$ cat src/rtl/led_matrix_status_scanner_if.sv
// Bus between the irrigation controller and the LED matrix scanner.
//   irrigation_status : 2-bit status code (0 idle, 1 irrigating, 2 tank full, 3 fault)
//   blink_en          : request blinking of the glyph
//   columns           : one-hot active-high column select, NUM_COLS wide
//   rows_values       : active-high row data, bit 0 is the top row
//   frame_start       : one-cycle pulse on the first cycle of column 0
// master drives the status inputs and observes the matrix pins; slave is the scanner.
interface led_matrix_status_scanner_if #(
  parameter int NUM_COLS = 5
);
  logic [1:0]          irrigation_status;
  logic                blink_en;
  logic [NUM_COLS-1:0] columns;
  logic [6:0]          rows_values;
  logic                frame_start;

  modport master (
    output irrigation_status, blink_en,
    input  columns, rows_values, frame_start
  );

  modport slave (
    input  irrigation_status, blink_en,
    output columns, rows_values, frame_start
  );
endinterface

$ cat src/rtl/led_matrix_status_scanner.sv
// Time-multiplexed driver for the 7-row irrigation status LED matrix.
// Scans NUM_COLS columns, each held for SCAN_DIV cycles, and drives the row
// pattern of the latched status glyph. Status and blink request are latched
// only at frame boundaries so the image never tears; blinking (requested, or
// forced by a fault) blanks the rows for BLINK_FRAMES frames at a time.
// Ports:
//   clk   : system clock
//   reset : synchronous, active-high
//   bus   : slave side of led_matrix_status_scanner_if (status in, matrix pins out)
module led_matrix_status_scanner #(
  parameter int NUM_COLS     = 5,
  parameter int SCAN_DIV     = 5000,
  parameter int BLINK_FRAMES = 25
) (
  input logic                        clk,
  input logic                        reset,
  led_matrix_status_scanner_if.slave bus
);

  localparam int CW = (NUM_COLS > 1)     ? $clog2(NUM_COLS)     : 1;
  localparam int PW = (SCAN_DIV > 1)     ? $clog2(SCAN_DIV)     : 1;
  localparam int FW = (BLINK_FRAMES > 1) ? $clog2(BLINK_FRAMES) : 1;

  localparam logic [CW-1:0] COL_LAST = CW'(NUM_COLS - 1);
  localparam logic [PW-1:0] PRE_LAST = PW'(SCAN_DIV - 1);
  localparam logic [FW-1:0] FRM_LAST = FW'(BLINK_FRAMES - 1);

  typedef enum logic {S_IDLE = 1'b0, S_SCAN = 1'b1} state_t;

  state_t        state, state_nxt;
  logic          active;
  logic [CW-1:0] col_idx;
  logic [PW-1:0] prescaler;
  logic [1:0]    st_lat;
  logic          blk_lat;
  logic [FW-1:0] frm_cnt;
  logic          phase;
  logic          fs_q;

  logic          col_tick;
  logic          boundary;
  logic          blk_nxt;

  function automatic logic [6:0] glyph(input logic [1:0] st, input logic [CW-1:0] col);
    logic [6:0] g;
    g = 7'h00;
    case (st)
      2'd0: case (int'(col))
              1, 3:    g = 7'h77;
              2:       g = 7'h49;
              default: g = 7'h00;
            endcase
      2'd1: case (int'(col))
              1, 3:    g = 7'h76;
              2:       g = 7'h49;
              default: g = 7'h00;
            endcase
      2'd2: if (int'(col) < 5) g = 7'h3E;
      default: case (int'(col))
              0, 4:    g = 7'h63;
              1, 3:    g = 7'h14;
              2:       g = 7'h08;
              default: g = 7'h00;
            endcase
    endcase
    return g;
  endfunction

  // State register: idle until the first edge out of reset, then scanning.
  always_ff @(posedge clk) begin
    if (reset) state <= S_IDLE;
    else       state <= state_nxt;
  end

  always_comb begin
    state_nxt = state;
    case (state)
      S_IDLE:  state_nxt = S_SCAN;
      S_SCAN:  state_nxt = S_SCAN;
      default: state_nxt = S_IDLE;
    endcase
  end

  // Activation counts as a frame boundary so the first frame shows fresh inputs.
  always_comb begin
    col_tick = (prescaler == PRE_LAST);
    boundary = !active || (col_tick && (col_idx == COL_LAST));
    blk_nxt  = bus.blink_en | (bus.irrigation_status == 2'd3);
  end

  always_ff @(posedge clk) begin
    if (reset) begin
      col_idx   <= '0;
      prescaler <= '0;
      st_lat    <= 2'd0;
      blk_lat   <= 1'b0;
      frm_cnt   <= '0;
      phase     <= 1'b1;
      fs_q      <= 1'b0;
    end else begin
      if (!active) begin
        col_idx   <= '0;
        prescaler <= '0;
      end else if (col_tick) begin
        prescaler <= '0;
        col_idx   <= (col_idx == COL_LAST) ? '0 : col_idx + CW'(1);
      end else begin
        prescaler <= prescaler + PW'(1);
      end

      fs_q <= boundary;

      if (boundary) begin
        st_lat  <= bus.irrigation_status;
        blk_lat <= blk_nxt;
        if (!blk_nxt) begin
          frm_cnt <= '0;
          phase   <= 1'b1;
        end else if (frm_cnt == FRM_LAST) begin
          frm_cnt <= '0;
          phase   <= ~phase;
        end else begin
          frm_cnt <= frm_cnt + FW'(1);
        end
      end
    end
  end

  // Outputs decode straight from the registers. Phase is held at 1 whenever
  // blinking is off; the OR with ~blk_lat keeps that invariant explicit.
  always_comb begin
    active      = (state == S_SCAN);
    bus.columns = '0;
    for (int i = 0; i < NUM_COLS; i++) begin
      bus.columns[i] = active && (int'(col_idx) == i);
    end
    bus.rows_values = (active && (phase || !blk_lat)) ? glyph(st_lat, col_idx) : 7'h00;
    bus.frame_start = active && fs_q;
  end

endmodule

$ cat src/flat_wrapper.sv
// flat-port wrapper written by rule: the top's interface ports become plain ports
module led_matrix_status_scanner_flat 
#(
  parameter int NUM_COLS     = 5,
  parameter int SCAN_DIV     = 5000,
  parameter int BLINK_FRAMES = 25
)
  (clk, reset, bus_irrigation_status, bus_blink_en, bus_columns, bus_rows_values, bus_frame_start);
  led_matrix_status_scanner_if #(.NUM_COLS(NUM_COLS)) bus_i ();
  input logic clk;
  input logic reset;
  input wire logic [$bits(bus_i.irrigation_status)-1:0] bus_irrigation_status;
  input wire logic [$bits(bus_i.blink_en)-1:0] bus_blink_en;
  output wire logic [$bits(bus_i.columns)-1:0] bus_columns;
  output wire logic [$bits(bus_i.rows_values)-1:0] bus_rows_values;
  output wire logic [$bits(bus_i.frame_start)-1:0] bus_frame_start;
  assign bus_i.irrigation_status = bus_irrigation_status;
  assign bus_i.blink_en = bus_blink_en;
  assign bus_columns = bus_i.columns;
  assign bus_rows_values = bus_i.rows_values;
  assign bus_frame_start = bus_i.frame_start;
  led_matrix_status_scanner #(.NUM_COLS(NUM_COLS), .SCAN_DIV(SCAN_DIV), .BLINK_FRAMES(BLINK_FRAMES)) u_core (.clk(clk), .reset(reset), .bus(bus_i));
endmodule
$ cat config.mk
export PLATFORM = sky130hd
export DESIGN_NAME = led_matrix_status_scanner_flat
export DESIGN_NICKNAME = d
export VERILOG_FILES = /design/src/rtl/led_matrix_status_scanner_if.sv /design/src/rtl/led_matrix_status_scanner.sv /design/src/flat_wrapper.sv
export SDC_FILE = /design/constraint.sdc
export NUM_CORES = 1
export LEC_CHECK = 0
export BUFFER_PORTS_ARGS = -buffer_cell sky130_fd_sc_hd__buf_4
export CAP_MARGIN = 0
export CORE_UTILIZATION = 25
export DETAILED_ROUTE_END_ITERATION = 12
export GPL_ROUTABILITY_DRIVEN = 0
export REMOVE_ABC_BUFFERS = 1
export SYNTH_ARGS = -nofsm -noshare
export SYNTH_HDL_FRONTEND = slang
export SYNTH_SLANG_ARGS = --single-unit
$ cat constraint.sdc
create_clock -name clk -period 2.1 [get_ports clk]
set_input_delay 0.105 -clock clk [delete_from_list [all_inputs] [get_ports clk]]
set_output_delay 0.105 -clock clk [all_outputs]
set_load 0.03 [all_outputs]
==> metrics.md, run 1 <==
| Metric | Value |
|---|---|
| Final-report hold violation count | 0 |
| Port Buf Inserts | 17 |
| Antenna violations before repair | 0 |
| Period utilization | 93.0% |
| Seq cells post-synth | 27 |
| Max Clock Freq | 512 MHz |
| Crit path from | u_core.prescaler[3] |
| Worst vdd ir | 0.269 mV |
| DR iter-0 viols | 28 |
| Clock Power Share | 32.4% |
| Synth Warn # | 0 |
| Endpoint class of the critical path | flop |
| Post-synth ARST share | 0% |
| Sequential Power Share | 58.4% |
| DR WL/cell | 10.3 um |
| Clk pin slew, worst setup/hold paths | 90 ps |
| Layout Skew | 2.52 ps |
| Max-cap viol count | 0 |
| Post-CTS Setup Inserts | 0 |
| Post-synth EDFFs | 0 |
| Synth Flop Type | dfxtp_1 |
| CTS tree | yes |
| Worst EP arrival | 2160 ps |
| Core area | 0.00551 sq mm |
| Placed insts | 256 |
| Reg2reg end | u_core.col_idx[2] |
| Initial core utilization | 25.9% |
| I/O Pins | 18 |
| Switching Fraction | 24.2% |
| Total gr overflow | 0 |
| Pwr per Cell Area | 537 mW/mm^2 |
| Die W | 77.6 um |
| Post-Syn Instances | 172 |
| Critical Path Fanout Max | 7 |
| CP Launch Type | flop |
| Site Rows | 27 |
| Routed wire length | 2690 um |
| Hold path endpoint | u_core.frm_cnt[1] |
| Power share of the combinational group | 9.2% |
| Worst-Margin Slew | 471 ps |
| P_sw | 0.000219 W |
| Leakage | 0.649 nW |
| Synth cell types | 37 |
| Seq. cell area | 541 sq um |
| Post-route DRC | 0 |
| DR vias | 1203 |
| Via density | 4.63 |
| Vias in the first global route | 1076 |
| Multi-input combinational cell area | 806 sq um |
| Final core utilization | 30.6% |
| Mapped Area | 0.00143 sq mm |
| Worst r2r src | u_core.prescaler[3] |
| CTS max path bufs | 2 |
| Die area | 0.00602 sq mm |
| Die Height | 77.6 um |
| Ratio of cells with drive above 1 in the final layout | 17.6% |
| H-tree lvl count | 1 |
| First-pass GRT wire length | 4670 um |
| Post-synthesis sequential area ratio | 37.8% |
| RSZ-0062 raised after global routing | false |
| Pint | 0.000686 W |
| Post-route ant nets | 0 |
| Fillers | 608 |
| Nets | 202 |
| Max-slew violation count | 0 |
| Hold_sp | reset |
| WS Path Type | reg -> reg |
| Pre-antenna DRT Iters | 4 |
| Flop2flop setup slack | 150 ps |
| Total GRT Usage | 9.69% |
| CTS root buf | clkbuf_8 |
| Post-Syn Area per Cell | 8.31 sq um |
| CP required | 2310 ps |
| Run status | finished, final reports clean |
| Slew headroom | 68.6% |
| Worst hold path type | in -> reg |
| Count of clock tree sinks | 27 |
| Num CTS Buffers | 3 |
| Clock latency at the later pin of the worst-skew pair | 270 ps |
| R2r worst-path depth | 4 |
| Final setup fails | 0 |
| Final non-filler cell total | 260 |
| Antenna Cells | 0 |
| Largest net degree at the start of global routing | 16 |
| Worst hold stages | 2 |
| Crit path time final | 1950 ps |
| Post-DP HPWL | 2020 um |
| Layout area overhead | 18.0% |
[final cells by class]
class                      count  share of cell area, %
inverter                      10                   2.23
clock buffer                   3                   2.45
tap                           72                   5.35
multi-input combinational    125                   47.8
sequential                    27                   32.1
timing repair buffer          22                   9.80
clock inverter                 1                  0.297
[cell usage after synthesis (all sizes together) (5+ instances only)]
master	n	share of area, %
dfxtp	27	38
nand3	12	4.2
nand2	16	4.2
a21oi	12	4.5
inv	10	2.6
o21ai	5	1.8
xor2	6	3.7
nor3	5	1.8
clkbuf	6	1.6
xnor2	5	3.1
and3	5	2.3
nor2	19	5.0
nand4	5	2.2
ha	8	7.0
[cells in the final DEF (no fill, tap or decap), types with 3 or more instances in the layout]
cell type / n
clkbuf_8: 3
xnor2_1: 5
nor2_1: 19
nand2_1: 16
inv_1: 10
o21ai_0: 5
nand4_1: 5
buf_4: 22
a21oi_1: 11
dfxtp_1: 27
nor3_1: 5
nand3_1: 12
xor2_1: 6
and2_1: 4
ha_1: 8
and3_1: 4
[logic make-up (layout without fill, tap and decap cells)]
logic type | count (synthesis) | in the layout | share of synthesized area (%)
flip-flops | 27 | 27 | 37.8
adder cells (fa/ha/maj) | 8 | 8 | 7.01
multiplexers | 1 | 1 | 0.701
XOR/XNOR | 11 | 11 | 6.74
AND/OR/NAND/NOR | 79 | 79 | 28.8
AO/OA/AOI/OAI | 26 | 26 | 13.0
buffers and inverters | 20 | 36 | 5.95
[worst max-delay path, cell delays in order (launching register included)]
cell and delay, ps:
dfxtp_1 380, or4b_4 580, or3_1 430, or3b_1 380
a21oi_2 130
[routing by layer]
layer / GRT usage [%] / vias to the layer above / part of all wire (%)
met1: 11.9 / 557 / 50
met4: 4.53 / 0 / 1.2
met5: 0 / - / 0
li1: - / 624 / -
met2: 16.3 / 20 / 46
met3: 1.76 / 2 / 3.3
[how the worst max path moves through the flow]
stage | endpoint | depth (start not counted)
floorplan | bus_rows_values[1] | 5
finish | u_core.col_idx[2] | 4
global route | bus_rows_values[0] | 7
global placement | u_core.col_idx[2] | 4
detailed placement | u_core.col_idx[2] | 4
CTS | bus_rows_values[0] | 7
[power by group through the flow]
| stage | clock [W] | sequential (W) | combinational, W |
|---|---|---|---|
| after floorplan | 0 | 0.000541 | 0.0000498 |
| after global placement | 0 | 0.000540 | 0.0000841 |
| after detailed placement | 0 | 0.000541 | 0.0000844 |
| after CTS | 0.000305 | 0.000529 | 0.0000847 |
| after global routing | 0.000330 | 0.000531 | 0.0000917 |
| final | 0.000294 | 0.000528 | 0.0000833 |
[stage by stage]
stage               power [W]  hold WS (ps)  setup TNS, ps  instance area, sq um  worst slack, ps
floorplan            0.000590           174           -626                  1380             -261
global placement     0.000624           368              0                  1640              202
detailed placement   0.000625           366              0                  1640              168
CTS                  0.000918          74.0              0                  1680             76.9
global route         0.000953          72.2              0                  1690             38.4
finish               0.000905          72.7              0                  1690              148
[registers in the layout, summed over array words and instances, names as in the netlist]
| register | flops |
|---|---|
| u_core.col_idx | 3 |
| u_core.blk_lat | 1 |
| u_core.fs_q | 1 |
| u_core.frm_cnt | 5 |
| u_core.st_lat | 2 |
| u_core.prescaler | 13 |
| u_core.phase | 1 |
| u_core.active | 1 |
[timing repair]
action | in CTS | in global routing
setup endpoints to repair | 0 | 1
gates resized for setup | 0 | 1
hold buffers | 0 | 0
(Power assumes the default switching activity.)
==> run 2, diff against run 1 <==
--- a/config.mk
+++ b/config.mk
@@ -7,9 +7,14 @@
 export LEC_CHECK = 0
 export BUFFER_PORTS_ARGS = -buffer_cell sky130_fd_sc_hd__buf_4
 export CAP_MARGIN = 0
+export CELL_PAD_IN_SITES_DETAIL_PLACEMENT = 0
+export CELL_PAD_IN_SITES_GLOBAL_PLACEMENT = 1
+export CORE_ASPECT_RATIO = 1.1
 export CORE_UTILIZATION = 25
 export DETAILED_ROUTE_END_ITERATION = 12
 export GPL_ROUTABILITY_DRIVEN = 0
+export PLACE_DENSITY_LB_ADDON = 0.1
+export RECOVER_POWER = 25
 export REMOVE_ABC_BUFFERS = 1
 export SYNTH_ARGS = -nofsm -noshare
 export SYNTH_HDL_FRONTEND = slang
==> metrics.md, run 2 (synthesis results as in run 1) <==
| Metric | Value |
|---|---|
| Post-route worst setup slack | 119 ps |
| Worst hold path type | in -> reg |
| Post-route DRC | 0 |
| Largest register by flop count | u_core.prescaler |
| Die W | 74.1 um |
| Pwr per Cell Area | 532 mW/mm^2 |
| Max-cap viol count | 0 |
| Total gr overflow | 0 |
| Number of hold buffers added after CTS | 0 |
| R2r worst-path depth | 4 |
| Post-CTS Setup Inserts | 0 |
| Post-route ant nets | 0 |
| I/O Pins | 18 |
| Clock Power Share | 32.2% |
| Antenna violations before repair | 0 |
| Layout Skew | 7.89 ps |
| CP Launch Type | flop |
| Pre-antenna DRT Iters | 4 |
| Max Clock Freq | 505 MHz |
| Core area | 0.00543 sq mm |
| Num CTS Buffers | 3 |
| Max-slew violation count | 0 |
| Count of clock tree sinks | 27 |
| Post-DP HPWL | 2360 um |
| PostCTS Resize Cnt | 0 |
| Endpoint class of the critical path | flop |
| DR WL/cell | 11.8 um |
| Hold path endpoint | u_core.st_lat[1] |
| Run status | finished, final reports clean |
| Final setup fails | 0 |
| Most frequent cells in the layout | 27 x dfxtp_1, 19 x nor2_1, 17 x buf_4 |
| Worst-Margin Slew | 661 ps |
| Number of flip-flops in the largest register | 13 |
| Clk pin slew, worst setup/hold paths | 100 ps |
| Layout area overhead | 19.9% |
| Site Rows | 28 |
| P_sw | 0.000224 W |
| CP required | 2310 ps |
| Initial core utilization | 26.3% |
| Hold WS | 90.2 ps |
| Ratio of cells with drive above 1 in the final layout | 17.5% |
| Worst slack at placement | 68.9 ps |
| Sequential Power Share | 58.0% |
| CTS root buf | clkbuf_8 |
| Die area | 0.00602 sq mm |
| Power share of the combinational group | 9.7% |
| DR iter-0 viols | 37 |
| Total power | 0.000912 W |
| Port Buf Inserts | 17 |
| Worst vdd ir | 0.247 mV |
| Worst r2r src | u_core.prescaler[4] |
| First-pass GRT wire length | 5400 um |
| Vias in the first global route | 1143 |
| DR vias | 1215 |
| Routed wire length | 3100 um |
| Final core utilization | 31.5% |
| Period utilization | 94.3% |
| Slew headroom | 55.5% |
| Leakage | 0.645 nW |
| Worst hold stages | 3 |
| Via density | 4.60 |
| Post-route cell area | 0.00171 sq mm |
| WS Path Type | reg -> reg |
| Crit path time final | 1980 ps |
| Clock latency at the later pin of the worst-skew pair | 270 ps |
| Final-report hold violation count | 0 |
| Pint | 0.000687 W |
| Post-DP Area | 0.00166 sq mm |
| Switching Fraction | 24.6% |
| H-tree lvl count | 1 |
| Largest net degree at the start of global routing | 16 |
| Nets | 203 |
| Most common cell after layout, fill and taps aside | dfxtp_1 |
| Flop2flop setup slack | 120 ps |
| Total GRT Usage | 11.8% |
| Die Height | 81.3 um |
| RSZ-0062 raised after global routing | false |
| Critical Path Fanout Max | 6 |
| Antenna Cells | 0 |
| Biggest regs | u_core.prescaler x13, u_core.frm_cnt x5, u_core.col_idx x3 |
| CTS max path bufs | 2 |
| Worst EP arrival | 2190 ps |
| CTS tree | yes |
| Reg2reg end | u_core.col_idx[2] |
| Hold_sp | bus_irrigation_status[1] |
run 2: cell types whose count changed in the layout (fill, tap and decap cells not counted), sizes merged:
| cell | previous run | this run |
|---|---|---|
| clkbuf | 3 | 8 |
| buf | 22 | 18 |
run 2: stage by stage:
stage               TNS, ps  std cells
finish                    0        264
global route              0        264
CTS                       0        264
detailed placement        0        260
global placement          0        260
floorplan              -626        162
run 2: worst max-delay path, stage by stage (launching register included):
cell and delay, ps:
dfxtp_1 360, or4b_1 600, or3_4 440, or3b_1 380
a21oi_2 140
run 2: worst max path at each step:
| stage | startpoint | end | slack [ps] | cells after the start |
|---|---|---|---|---|
| 6_report | u_core.prescaler[4] | u_core.col_idx[2] | 120 | 4 |
| 5_1_grt | u_core.col_idx[0] | bus_rows_values[0] | 20 | 7 |
| 4_1_cts | u_core.col_idx[0] | bus_rows_values[0] | 30 | 7 |
| 3_5_place_dp | u_core.prescaler[4] | u_core.col_idx[2] | 70 | 4 |
| 3_3_place_gp | u_core.prescaler[4] | u_core.col_idx[2] | 130 | 4 |
| 2_1_floorplan | u_core.col_idx[1] | bus_rows_values[1] | -260 | 5 |
run 2: cell type report:
class / count / area [sq um]
clock inverters: 1 / 5.00
inverters: 10 / 37.5
well taps: 75 / 93.8
multi-input cells: 125 / 828
repair buffers: 23 / 166
fillers: 588 / 3720
clock buffers: 3 / 41.3
flip-flops and latches: 27 / 541
run 2: power by group through the flow:
stage          sequential, W  clock (W)  combinational [W]
5_1_grt             0.000531   0.000331          0.0000986
3_5_place_dp        0.000541          0          0.0000896
6_report            0.000529   0.000294          0.0000888
3_3_place_gp        0.000540          0          0.0000891
4_1_cts             0.000529   0.000312          0.0000899
2_1_floorplan       0.000541          0          0.0000498
run 2: metal layers:
layer  track usage, %  wire length, um  share of wire (%)
met1             15.4             1550                 50
met3             2.23               90                2.9
met5                0                0                  0
met4             4.04               27               0.87
met2             19.1             1430                 46
